## src/rtl/regfile_pkg.sv

```systemverilog
// Shared constants and helpers for the regfile_sb register bank and its scoreboard.
package regfile_pkg;

    localparam int DEF_DATA_W = 32;
    localparam int DEF_NREGS  = 32;
    localparam int X0         = 0;

    // busy_cnt must hold 0..NREGS-1, plus one bit of headroom for the popcount sum
    function automatic int cnt_w(input int nregs);
        return $clog2(nregs) + 1;
    endfunction

endpackage

```

## src/rtl/regfile_scoreboard.sv

```systemverilog
// Per-register busy bits for hazard detection: flush > alloc > writeback clear, plus a registered popcount.
module regfile_scoreboard
    import regfile_pkg::*;
#(
    parameter int NREGS  = DEF_NREGS,
    parameter int ADDR_W = $clog2(NREGS)
) (
    input  logic                        clk,
    input  logic                        rst_n,
    input  logic                        alloc_en,
    input  logic [ADDR_W-1:0]           alloc_addr,
    input  logic                        we,
    input  logic [ADDR_W-1:0]           waddr,
    input  logic                        flush,
    output logic [NREGS-1:0]            busy,
    output logic [cnt_w(NREGS)-1:0]     busy_cnt
);

    localparam logic [ADDR_W-1:0] ZA = ADDR_W'(X0);

    logic [NREGS-1:0]        busy_nxt;
    logic [cnt_w(NREGS)-1:0] cnt_nxt;

    // Alloc is applied after the writeback clear so a same-cycle producer keeps the bit set.
    always_comb begin
        busy_nxt = busy;
        if (flush) begin
            busy_nxt = '0;
        end else begin
            if (we && waddr != ZA)
                busy_nxt[waddr] = 1'b0;
            if (alloc_en && alloc_addr != ZA)
                busy_nxt[alloc_addr] = 1'b1;
        end
        busy_nxt[0] = 1'b0;
    end

    always_comb begin
        cnt_nxt = '0;
        for (int i = 1; i < NREGS; i++)
            cnt_nxt = cnt_nxt + {{(cnt_w(NREGS)-1){1'b0}}, busy_nxt[i]};
    end

    always_ff @(posedge clk or negedge rst_n) begin
        if (!rst_n) begin
            busy     <= '0;
            busy_cnt <= '0;
        end else begin
            busy     <= busy_nxt;
            busy_cnt <= cnt_nxt;
        end
    end

endmodule

```

## src/rtl/regfile_sb.sv

```systemverilog
// Parametrised register bank with x0 hard-wired to zero, busy scoreboard and debug read port.
// Optional write-through forwarding on read ports 1/2 when REGFILE_BYPASS_EN is defined.
module regfile_sb
    import regfile_pkg::*;
#(
    parameter  int DATA_W = DEF_DATA_W,
    parameter  int NREGS  = DEF_NREGS,
    localparam int ADDR_W = $clog2(NREGS)
) (
    input  logic              clk,
    input  logic              rst_n,
    input  logic [ADDR_W-1:0] raddr1,
    input  logic [ADDR_W-1:0] raddr2,
    output logic [DATA_W-1:0] rdata1,
    output logic [DATA_W-1:0] rdata2,
    output logic              rbusy1,
    output logic              rbusy2,
    input  logic              we,
    input  logic [ADDR_W-1:0] waddr,
    input  logic [DATA_W-1:0] wdata,
    input  logic              alloc_en,
    input  logic [ADDR_W-1:0] alloc_addr,
    input  logic              flush,
    input  logic [ADDR_W-1:0] dbg_addr,
    output logic [DATA_W-1:0] dbg_data,
    output logic [ADDR_W:0]   busy_cnt
);

    localparam logic [ADDR_W-1:0] ZA = ADDR_W'(X0);

    logic [DATA_W-1:0] mem [NREGS];
    logic [NREGS-1:0]  busy;
    logic              wr_hit;

    assign wr_hit = we && (waddr != ZA);

    always_ff @(posedge clk or negedge rst_n) begin
        if (!rst_n) begin
            for (int i = 0; i < NREGS; i++)
                mem[i] <= '0;
        end else if (wr_hit) begin
            mem[waddr] <= wdata;
        end
    end

    regfile_scoreboard #(.NREGS(NREGS), .ADDR_W(ADDR_W)) u_sb (
        .clk        (clk),
        .rst_n      (rst_n),
        .alloc_en   (alloc_en),
        .alloc_addr (alloc_addr),
        .we         (we),
        .waddr      (waddr),
        .flush      (flush),
        .busy       (busy),
        .busy_cnt   (busy_cnt)
    );

    always_comb begin
        rdata1   = (raddr1 == ZA) ? '0 : mem[raddr1];
        rdata2   = (raddr2 == ZA) ? '0 : mem[raddr2];
        rbusy1   = busy[raddr1];
        rbusy2   = busy[raddr2];
        dbg_data = (dbg_addr == ZA) ? '0 : mem[dbg_addr];
`ifdef REGFILE_BYPASS_EN
        // The value being written back is forwarded and is no longer a pending hazard.
        if (wr_hit && raddr1 == waddr) begin
            rdata1 = wdata;
            rbusy1 = 1'b0;
        end
        if (wr_hit && raddr2 == waddr) begin
            rdata2 = wdata;
            rbusy2 = 1'b0;
        end
`endif
    end

endmodule

```

## config.mk

```make
export PLATFORM = sky130hd
export DESIGN_NAME = regfile_sb
export DESIGN_NICKNAME = d
export VERILOG_FILES = /design/src/rtl/regfile_pkg.sv /design/src/rtl/regfile_scoreboard.sv /design/src/rtl/regfile_sb.sv
export SDC_FILE = /design/constraint.sdc
export NUM_CORES = 2
export LEC_CHECK = 0
export ABC_CLOCK_PERIOD_IN_PS = 6500
export CAP_MARGIN = 20
export CELL_PAD_IN_SITES_DETAIL_PLACEMENT = 0
export CELL_PAD_IN_SITES_GLOBAL_PLACEMENT = 1
export CORE_MARGIN = 2
export CORE_UTILIZATION = 54
export CTS_CLUSTER_DIAMETER = 100
export CTS_CLUSTER_SIZE = 25
export DETAILED_ROUTE_END_ITERATION = 10
export GPL_TIMING_DRIVEN = 1
export PLACE_DENSITY = 0.88
export SYNTH_ARGS = -nofsm -noshare
export SYNTH_HDL_FRONTEND = slang
export SYNTH_SLANG_ARGS = --single-unit
export TNS_END_PERCENT = 50
```

## constraint.sdc

```tcl
create_clock -name clk -period 6.5 [get_ports clk]
set_input_delay 1.95 -clock clk [delete_from_list [all_inputs] [get_ports clk]]
set_output_delay 1.95 -clock clk [all_outputs]
set_load 0.01 [all_outputs]
```

==> flow_summary.json <==
{
  "status": "complete, but fails checks",
  "violations": "negative setup slack",
  "final_util_pct": 60.99,
  "final_layout_size_suffix_gt1_share_pct": 54.07,
  "via_count": 45420,
  "power.leakage_nw": 30.91,
  "cts_num_sinks": 1061,
  "final_hold_viol_count": 0,
  "yosysTopAreaCell": "dfrtp_1",
  "fillers": 8909,
  "cp_max_fo": 35,
  "startpoint_type": "primary input",
  "grt_pass1_wl_um": 317900,
  "clock.fmax_mhz": 153.7,
  "cts_root_buf": "clkbuf_16",
  "multiInputGateArea_um2": 36690,
  "dp.cells": 6016,
  "synth_warnings": 0,
  "cts.htree.levels": 2,
  "hold_class": "reg -> reg",
  "clkSlewWorstSetupHoldPaths_ps": 100,
  "syn_inst": 4384,
  "nets": 4606,
  "cp_slowest_cell": "clkdlybuf4s50_1",
  "worst_clock_skew_ps": 21.84,
  "grt_usage_pct": 35.15,
  "critPathRequiredTime_ps": 4550,
  "syn_to_final_growth_pct": 12.04,
  "initial_utilization_pct": 54.44,
  "routed_via_density": 7.393,
  "netlist.area_leader.share_pct": 40.71,
  "synth_area_per_cell_um2": 14.88,
  "ir_drop_uv": 224.4,
  "drc": 0,
  "grt_max_degree": 132,
  "seq_area_um2": 26550,
  "place.gp.congestion": 0.9059,
  "powerDensity_nw_per_um2": 248.5,
  "netlist_area_um2": 65230,
  "cts_tree": "yes",
  "slew_headroom_pct": 25.20,
  "detailed_place.area_um2": 70820,
  "first_iter_violations": 5254,
  "first_global_vias": 47050,
  "ys_types": 45,
  "core_area_um2": 119800,
  "slew_viol_final": 0,
  "ys.flop_type": "dfrtp_1",
  "post-route-period-util_pct": 100.1,
  "io_buffers": 165,
  "final_area_um2": 73080,
  "yosys.cell_count.top_type": "mux2_2",
  "ctsHoldBuffers": 0,
  "grt-ovfl-total": 0,
  "die_width_um": 351.5,
  "crit_type": "in -> out",
  "yosys_register_bits": 1061,
  "antenna_found_initial": 11,
  "synthTopCellsByCount": "1089 x mux2_2, 1061 x dfrtp_1, 722 x mux4_2",
  "io_pins": 166,
  "drv_cap": 0,
  "max_stage_delay_ps": 540,
  "instances_no_fill": 6143,
  "postRouteAntennaNets": 0,
  "synth_fp_nets": 4478,
  "clk_path_buf_depth": 3,
  "yosysSeqAreaShare_pct": 40.71,
  "postSynth.asyncResetShare_pct": 100.0,
  "wirelength_um": 214100,
  "setup_slack_ps": -4.639,
  "synth-edff-count": 0,
  "die-area_um2": 123600,
  "clk_latency_ps": 700,
  "cts_made_buffers": 51,
  "worst_pin_slew_ps": 1120,
  "drt_pass1_iterations": 5,
  "cp-end-kind": "output pin",
  "rows": 127,
  "setup_violations": 1,
  "synthTopCellsByArea": "dfrtp_1 41%, mux4_2 25%, mux2_2 19%, mux2i_1 4.0%, clkbuf_1 1.9%",
  "cp.arrival_ps": 4550,
  "dp_hpwl_um": 132700,
  "crit_chain": "buf_12 -> buf_4 -> mux4_2 -> mux2_2 -> a221oi_1 -> buf_4 -> a221oi_1 -> clkdlybuf4s50_1",
  "wl_per_cell_um": 34.85,
  "die_height_um": 351.5,
  "period_needed_ps": 6505
}
area by class of cell:
cell class / instances / share of cell area (%)
inverters: 43 / 0.2346
diodes: 5 / 0.01712
repair buffers: 602 / 8.448
clock buffers: 55 / 1.823
multi-input cells: 2753 / 50.21
flip-flops and latches: 1061 / 36.33
well taps: 1612 / 2.760
clock inverters: 12 / 0.1746
kinds of logic (layout without fill, tap and decap cells):
family / Yosys count / count (layout) / share of synthesized area, %
mux: 2071 / 2071 / 47.72
fa+ha+maj: 32 / 32 / 0.8786
simple gates: 161 / 163 / 1.304
buf+inv: 572 / 712 / 3.942
other cells: 0 / 5 / 0
xor+xnor: 3 / 3 / 0.04029
compound gates: 484 / 484 / 5.408
flops: 1061 / 1061 / 40.71
sequential cells by signal, summed over array words and instances, names as in the netlist:
| name | cells |
|---|---|
| mem | 1024 |
| u_sb.busy | 31 |
| u_sb.busy_cnt | 6 |
cells in the final DEF, fill, tap and decap left out, types with 8 or more instances in the layout:
| cell | instances |
|---|---|
| mux2_2 | 1089 |
| dfrtp_1 | 1061 |
| mux4_2 | 722 |
| buf_4 | 341 |
| mux2i_1 | 260 |
| clkdlybuf4s50_1 | 125 |
| a221oi_1 | 120 |
| o21ai_0 | 113 |
| buf_12 | 89 |
| a22oi_1 | 67 |
| clkbuf_16 | 53 |
| and2_1 | 34 |
| inv_1 | 33 |
| a211oi_1 | 32 |
| a221o_1 | 32 |
| nand2_1 | 31 |
| a311oi_1 | 29 |
| a31oi_1 | 25 |
| nor2_4 | 23 |
| a21o_1 | 22 |
| a21oi_1 | 20 |
| fa_1 | 20 |
| nand2_4 | 12 |
| dlymetal6s2s_1 | 10 |
| buf_6 | 10 |
| buf_2 | 9 |
| nor2b_4 | 8 |
| inv_2 | 8 |
| nand3b_1 | 8 |
layer usage:
metal	track usage (%)	vias up	share of wire, %
met5	0	-	0.016
met4	18.53	6	6.4
met3	9.494	754	12
met2	53.30	2859	45
met1	46.66	24080	37
li1	-	17720	-
stage by stage:
| step | setup slack [ps] | power, mW | TNS (ps) | hold WS [ps] |
|---|---|---|---|---|
| final | -4.639 | 18.16 | -4.639 | 417.7 |
| after global routing | -23.18 | 18.89 | -27.96 | 432.0 |
| after CTS | 1.740 | 18.08 | 0 | 425.5 |
| after detailed placement | -971.1 | 14.35 | -10190 | 402.5 |
| after global placement | -964.7 | 14.11 | -8792 | 382.1 |
| after floorplan | -336.3 | 12.48 | -1149 | 441.3 |
final timing paths:
check / from / end / slack, ps / cells past startpoint
max: raddr2[1] / rdata2[26] / -5 / 8
min: mem[1002] / mem[1002] / 420 / 0
max reg2reg: u_sb.busy[1] / u_sb.busy[1] / 1300 / 37
min reg2reg: mem[1002] / mem[1002] / 420 / 0
max in group asynchronous: rst_n / mem[943] / 3750 / 2
min in group asynchronous: rst_n / u_sb.busy[2] / 1260 / 1
critical path: cells and delay by family:
kind | cells | cell delay, ps
AOI/OAI and AO/OA | 2 | 510
buffers and inverters | 4 | 1250
muxes | 2 | 770
timing repair:
action                                  in CTS  in global routing
pin swaps                                   22                 28
cloned                                       2                  0
endpoints found under the hold margin        0                  0
resized for setup                           64                 71
endpoints found under the setup margin      46                 48
buffers inserted                            42                  9
where the power goes:
part           internal [mW]  leakage [nW]  switching, mW
sequential              7.80          13.6           1.23
clock                   1.50         0.724           2.29
combinational           3.27          16.5           2.06
Power figures use the tool's default switching activity.
